--- config.mk ---
export PLATFORM = sky130hd
export DESIGN_NAME = morse_timing_calibrator
export DESIGN_NICKNAME = d
export VERILOG_FILES = /design/src/rtl/morse_timing_calibrator.sv
export SDC_FILE = /design/constraint.sdc
export NUM_CORES = 1
export LEC_CHECK = 0
export BUFFER_PORTS_ARGS = -buffer_cell sky130_fd_sc_hd__buf_2
export CAP_MARGIN = 20
export CORE_AREA = 2 2 175 177
export CTS_CLUSTER_DIAMETER = 100
export DETAILED_ROUTE_END_ITERATION = 6
export DIE_AREA = 0 0 177 179
export GPL_TIMING_DRIVEN = 0
export SYNTH_ARGS = -nofsm -noshare
export SYNTH_HDL_FRONTEND = slang
export SYNTH_SLANG_ARGS = --single-unit
--- constraint.sdc ---
create_clock -name clk -period 4.1 [get_ports clk]
set_clock_uncertainty 0.05 [all_clocks]
set_input_delay 0.615 -clock clk [delete_from_list [all_inputs] [get_ports clk]]
set_output_delay 0.615 -clock clk [all_outputs]
set_load 0.01 [all_outputs]
--- src/rtl/morse_timing_calibrator.sv ---
// Morse timing calibrator: measures N_CAL operator dits and
// publishes averaged dit/dah/word/tol timings to the decoder.
module morse_timing_calibrator #(
  parameter int PULSE_CNT_W = 24,
  parameter int N_CAL       = 4,
  parameter int DEF_DIT     = 2500000,
  parameter int MIN_PULSE   = 50000,
  parameter int TIMEOUT     = 100000000
) (
  input  logic                   clk,
  input  logic                   rst_n,
  input  logic                   ce,
  input  logic                   start,
  input  logic                   signal,
  output logic [PULSE_CNT_W-1:0] dit_time,
  output logic [PULSE_CNT_W-1:0] dah_time,
  output logic [PULSE_CNT_W-1:0] word_time,
  output logic [PULSE_CNT_W-1:0] tol_time,
  output logic                   ready,
  output logic                   busy,
  output logic                   cal_error
);

  localparam int W  = PULSE_CNT_W;
  localparam int LG = $clog2(N_CAL);
  localparam int SW = W + LG;
  localparam int CW = LG + 1;
  localparam int XW = W + 3;

  localparam logic [W-1:0] DEF_D  = W'(DEF_DIT);
  localparam logic [W-1:0] DEF_DH = W'(3 * DEF_DIT);
  localparam logic [W-1:0] DEF_W  = W'(7 * DEF_DIT);
  localparam logic [W-1:0] DEF_T  = W'(DEF_DIT / 2);
  localparam logic [W-1:0] TO_M1  = W'(TIMEOUT - 1);
  localparam logic [W-1:0] MINP   = W'(MIN_PULSE);
  localparam logic [CW-1:0] LAST  = CW'(N_CAL - 1);

  typedef enum logic [2:0] {
    S_IDLE, S_ARM, S_WAIT, S_PRESS,
    S_COMP, S_APPLY, S_ABORT
  } state_e;

  state_e        state_q, state_d;
  logic          s1_q, s2_q;
  logic [W-1:0]  timer_q, timer_d;
  logic [SW-1:0] sum_q, sum_d;
  logic [CW-1:0] cnt_q, cnt_d;
  logic [W-1:0]  dit_q, dit_d, dah_q, dah_d;
  logic [W-1:0]  wrd_q, wrd_d, tol_q, tol_d;
  logic [W-1:0]  pdit_q, pdit_d, pdah_q, pdah_d;
  logic [W-1:0]  pwrd_q, pwrd_d, ptol_q, ptol_d;
  logic          rdy_q, rdy_d, busy_q, busy_d;
  logic          err_q, err_d;

  logic [W-1:0]  timer_inc;
  logic [XW-1:0] avg, dah_x, wrd_x, tol_x;

  // Staged averaging arithmetic, widened to catch word overflow.
  always_comb begin
    avg   = XW'(sum_q >> LG);
    dah_x = (avg << 1) + avg;
    wrd_x = (avg << 3) - avg;
    tol_x = avg >> 1;
    timer_inc = (&timer_q) ? timer_q : timer_q + 1'b1;
  end

  // Next-state and datapath update for the calibration sequence.
  always_comb begin
    state_d = state_q;
    timer_d = timer_q;
    sum_d   = sum_q;
    cnt_d   = cnt_q;
    dit_d   = dit_q;
    dah_d   = dah_q;
    wrd_d   = wrd_q;
    tol_d   = tol_q;
    pdit_d  = pdit_q;
    pdah_d  = pdah_q;
    pwrd_d  = pwrd_q;
    ptol_d  = ptol_q;
    rdy_d   = rdy_q;
    busy_d  = busy_q;
    err_d   = err_q;
    unique case (state_q)
      S_IDLE: begin
        if (start) begin
          state_d = S_ARM;
          rdy_d   = 1'b0;
          busy_d  = 1'b1;
          err_d   = 1'b0;
          sum_d   = '0;
          cnt_d   = '0;
          timer_d = '0;
        end
      end
      S_ARM: begin
        if (s2_q) begin
          state_d = S_WAIT;
          timer_d = '0;
        end
      end
      S_WAIT: begin
        if (!s2_q) begin
          state_d = S_PRESS;
          timer_d = W'(1);
        end else if (timer_q == TO_M1) begin
          state_d = S_ABORT;
        end else begin
          timer_d = timer_inc;
        end
      end
      S_PRESS: begin
        if (s2_q) begin
          timer_d = '0;
          state_d = S_WAIT;
          if (timer_q >= MINP) begin
            sum_d = sum_q + SW'(timer_q);
            cnt_d = cnt_q + 1'b1;
            if (cnt_q == LAST) state_d = S_COMP;
          end
        end else if (timer_q == TO_M1) begin
          state_d = S_ABORT;
        end else begin
          timer_d = timer_inc;
        end
      end
      S_COMP: begin
        pdit_d  = avg[W-1:0];
        pdah_d  = dah_x[W-1:0];
        pwrd_d  = wrd_x[W-1:0];
        ptol_d  = tol_x[W-1:0];
        state_d = (|wrd_x[XW-1:W]) ? S_ABORT : S_APPLY;
      end
      S_APPLY: begin
        dit_d   = pdit_q;
        dah_d   = pdah_q;
        wrd_d   = pwrd_q;
        tol_d   = ptol_q;
        rdy_d   = 1'b1;
        busy_d  = 1'b0;
        state_d = S_IDLE;
      end
      S_ABORT: begin
        err_d   = 1'b1;
        rdy_d   = 1'b1;
        busy_d  = 1'b0;
        state_d = S_IDLE;
      end
      default: state_d = S_IDLE;
    endcase
  end

  // State, synchroniser and timing set; ce=0 freezes everything.
  always_ff @(posedge clk or negedge rst_n) begin
    if (!rst_n) begin
      state_q <= S_IDLE;
      s1_q    <= 1'b1;
      s2_q    <= 1'b1;
      timer_q <= '0;
      sum_q   <= '0;
      cnt_q   <= '0;
      dit_q   <= DEF_D;
      dah_q   <= DEF_DH;
      wrd_q   <= DEF_W;
      tol_q   <= DEF_T;
      pdit_q  <= '0;
      pdah_q  <= '0;
      pwrd_q  <= '0;
      ptol_q  <= '0;
      rdy_q   <= 1'b1;
      busy_q  <= 1'b0;
      err_q   <= 1'b0;
    end else if (ce) begin
      state_q <= state_d;
      s1_q    <= signal;
      s2_q    <= s1_q;
      timer_q <= timer_d;
      sum_q   <= sum_d;
      cnt_q   <= cnt_d;
      dit_q   <= dit_d;
      dah_q   <= dah_d;
      wrd_q   <= wrd_d;
      tol_q   <= tol_d;
      pdit_q  <= pdit_d;
      pdah_q  <= pdah_d;
      pwrd_q  <= pwrd_d;
      ptol_q  <= ptol_d;
      rdy_q   <= rdy_d;
      busy_q  <= busy_d;
      err_q   <= err_d;
    end
  end

  assign dit_time  = dit_q;
  assign dah_time  = dah_q;
  assign word_time = wrd_q;
  assign tol_time  = tol_q;
  assign ready     = rdy_q;
  assign busy      = busy_q;
  assign cal_error = err_q;

endmodule

==> impl_metrics.csv <==
group,metric,value,unit
run_status,status,"complete, no violations",
floorplanning,die_w,177,um
placement,portBuffers,102,
floorplanning,io_pins,104,
cts,clkLatencyLatePin,450,ps
sta,timing.final.crit_period,3560,ps
cts,clock-root-buffer,"clkbuf_16",
final_layout,nets,1392,
drt,drc,0,
cts,clkTransAtPathRegs,70,ps
drt,via_count,9032,
worst_hold_path,hold_class,"input port to async pin",
yosys,synthArstFlopShare,1.00,
power_and_ir_drop,p_int,0.00298,W
yosys,syn_area,0.0117,mm2
worst_setup_path,r2r-end,"state_q[0]",
run,drv_cap,0,
floorplanning,rows,64,
grt,grt_pass1_vias,8934,
floorplanning,coreArea,0.0300,mm2
grt,gr-total-overflow,0,
cts,hold_buffers,0,
power_and_ir_drop,pwr-share-seq,0.500,
power_and_ir_drop,power_leakage,6.65,nW
placement,gp_congestion,0.892,
drt,dr.pass1.iters,5,
sta,rsz0062_at_grt,"no",
final_layout,drive_gt1_frac,0.226,
drt,drt-total-wl,28100,um
cts,htreeDepth,4,
power_and_ir_drop,pwr-share-clk,0.415,
drt,drt-initial-drc-count,524,
drt,drtAntennaViolNets,0,
sta,max_freq,281,MHz
cts,cts_resized,0,
worst_setup_path,worstSetupStartpointType,"flip-flop",
worst_setup_path,endpoint_kind,"flip-flop",
drt,wl_per_cell,16.4,um
power_and_ir_drop,comb_power_share,0.085,
final_layout,syn_to_final_growth,13.9,%
yosys,synth-seq-area-share,0.428,
floorplanning,die_h,179,um
cts,cts_setup_buffers,0,
yosys,postSynthCellCount,1188,
sta,finalCritPeriodShare,0.868,
power_and_ir_drop,powerDensity,301,mW/mm2
sta,worst_slack,543,ps
yosys,synthesis.nets,1270,
yosys,synth_edf_count,0,
cts,clock_path_buffers,2,
final_layout,multiInputGateArea,0.00614,mm2
final_layout,fillers,2895,
worst_setup_path,ff2ff_setup_slack,540,ps
cts,clock-sinks,199,
yosys,yosysWarnings,0,
yosys,synth.avg_cell_area,9.86,um2
placement,place_hpwl,21700,um
grt,grt_pass1_wl,46100,um
power_and_ir_drop,power.switching,0.00104,W
power_and_ir_drop,vdd_ir_drop_max,0.000296,V
sta,worst_slew_pin_slew,858,ps
placement,post-place-ws,633,ps
worst_setup_path,path_class,"flip-flop to flip-flop",
yosys,synth_seq_cells,199,
drt,vias_per_cell,5.25,
grt,grt_max_degree,122,
sta,max_slew_margin,0.428,
sta,hold_ws,79.0,ps
sta,setup_violations,0,
cts,cts_tree,"yes",
final_layout,antenna_cells,0,
cts,cts_buffers,17,
sta,hold_viol,0,
floorplanning,start_util,0.390,
worst_setup_path,arrival,3890,ps
grt,antenna_found_initial,0,
grt,track_usage,0.184,
worst_setup_path,regToRegStartpoint,"sum_q[24]",
yosys,post_synth_num_cell_types,78,
power_and_ir_drop,swShare,0.259,
final_layout,seq_area,0.00502,mm2
worst_setup_path,worst-path-max-fanout,9,
floorplanning,floorplan.die_area,0.0317,mm2
yosys,synth_top_flop_cell,"dfrtp_1",
worst_setup_path,rr_worst_depth,11,
sta,slew_viol_final,0,
worst_setup_path,required,4430,ps
-- synth_stat cells, types with 12 or more instances --
library cell  count  area share
o21ai_1          12      0.0051
dfrtp_1         170        0.36
a21oi_1          69       0.029
mux2_2           72       0.069
buf_4            27       0.017
nor2_1           58       0.019
nor3_1           14      0.0060
nand4_1          14      0.0075
dfstp_2          29       0.065
a22o_1           25       0.019
inv_1            49       0.016
ha_1             75       0.080
xor2_1           37       0.028
clkbuf_1         24      0.0077
nand3_1          24       0.010
nand2_1         131       0.042
a21o_1           32       0.021
o21ai_0          93       0.040
xnor2_1          40       0.030
-- metal layers --
metal  global-route usage  vias up  wire (um)
li1                     -     4498          -
met5                    0        -          0
met2                0.305      173      13200
met4               0.0744        0        865
met1                0.243     4316      13200
met3               0.0267       45        918
-- placed cells by master, fill, tap and decap left out, types with 5 or more instances in the layout --
| cell type | instances |
|---|---|
| dfstp_2 | 29 |
| xor2_1 | 37 |
| a21o_1 | 32 |
| clkbuf_16 | 17 |
| nand4b_1 | 5 |
| and4_1 | 5 |
| inv_1 | 49 |
| inv_6 | 5 |
| nand2_1 | 131 |
| o21a_1 | 6 |
| o21ai_1 | 12 |
| a211oi_1 | 9 |
| a21oi_1 | 69 |
| nor3_1 | 14 |
| or3_1 | 7 |
| xnor2_1 | 40 |
| nor4_1 | 9 |
| nand4_1 | 14 |
| or2_2 | 7 |
| o21ai_0 | 93 |
| buf_1 | 10 |
| and3_1 | 7 |
| o21bai_1 | 10 |
| a211o_1 | 5 |
| nand2b_1 | 10 |
| o211ai_1 | 10 |
| mux2_2 | 72 |
| nand3_1 | 24 |
| dfrtp_1 | 170 |
| nor2_1 | 58 |
| nor2b_1 | 5 |
| a22o_1 | 25 |
| o31ai_1 | 5 |
| ha_1 | 75 |
| buf_2 | 109 |
| a31oi_1 | 8 |
| clkbuf_1 | 25 |
| buf_4 | 27 |
-- power by group through the flow --
stage | sequential (W) | clock, W | combinational [W]
floorplan | 0.00204 | 0 | 0.000226
global placement | 0.00205 | 0 | 0.000338
global route | 0.00201 | 0.00179 | 0.000393
detailed placement | 0.00205 | 0 | 0.000346
finish | 0.00201 | 0.00167 | 0.000342
CTS | 0.00201 | 0.00171 | 0.000348
-- state kept, by name (all words and copies together), names as in the netlist --
name and count:
pwrd_q 23, pdit_q 24, dah_time 23, timer_q 24
cnt_q 3, dit_time 24, busy 1, ready 1
state_q 3, s2_q 1, cal_error 1, sum_q 26
word_time 22, s1_q 1, pdah_q 22
-- kinds of logic after synthesis --
| logic type | synth area share |
|---|---|
| AO/OA/AOI/OAI | 0.186 |
| XOR/XNOR | 0.0576 |
| adder cells (fa/ha/maj) | 0.0835 |
| buffers and inverters | 0.0479 |
| flip-flops | 0.428 |
| multiplexers | 0.0709 |
| other | 0.000320 |
| AND/OR/NAND/NOR | 0.125 |
-- area by class of cell --
type,instances,share of cell area
multi-input cells,869,0.460
flip-flops and latches,199,0.376
repair buffers,103,0.0411
well taps,396,0.0371
clock buffers,21,0.0353
plain buffers,69,0.0278
inverters,51,0.0144
clock inverters,11,0.00825
-- metrics by stage --
stage                     std cells  total power, W  utilization  setup TNS, ps  instance area, um2
after floorplan                1188         0.00227            -              0               11700
after global placement         1686         0.00239        0.424        -170690               12700
after detailed placement       1687         0.00239        0.425              0               12800
after CTS                      1719         0.00407        0.444              0               13300
after global routing           1719         0.00420        0.444              0               13300
final                          1719         0.00402        0.444              0               13300
-- worst max path at each step --
stage	from	end	slack [ps]	cells past startpoint
2_1_floorplan	timer_q[0]	sum_q[22]	1380	10
3_3_place_gp	rst_n	word_time[2]	-1030	1
3_5_place_dp	sum_q[24]	state_q[0]	630	11
4_1_cts	sum_q[24]	state_q[0]	630	11
5_1_grt	sum_q[24]	state_q[0]	200	11
6_report	sum_q[24]	state_q[0]	540	11
-- critical path, stage by stage, from the launching register on --
cell      delay (ps)
dfrtp_1          540
clkinv_1         400
ha_1             390
clkbuf_1         210
or2_2            350
a21o_1           180
o41ai_1           70
o21ai_0          160
a21oi_1          130
o211ai_1         100
nor4_1           630
a221o_1          270
Power figures use the tool's default switching activity.
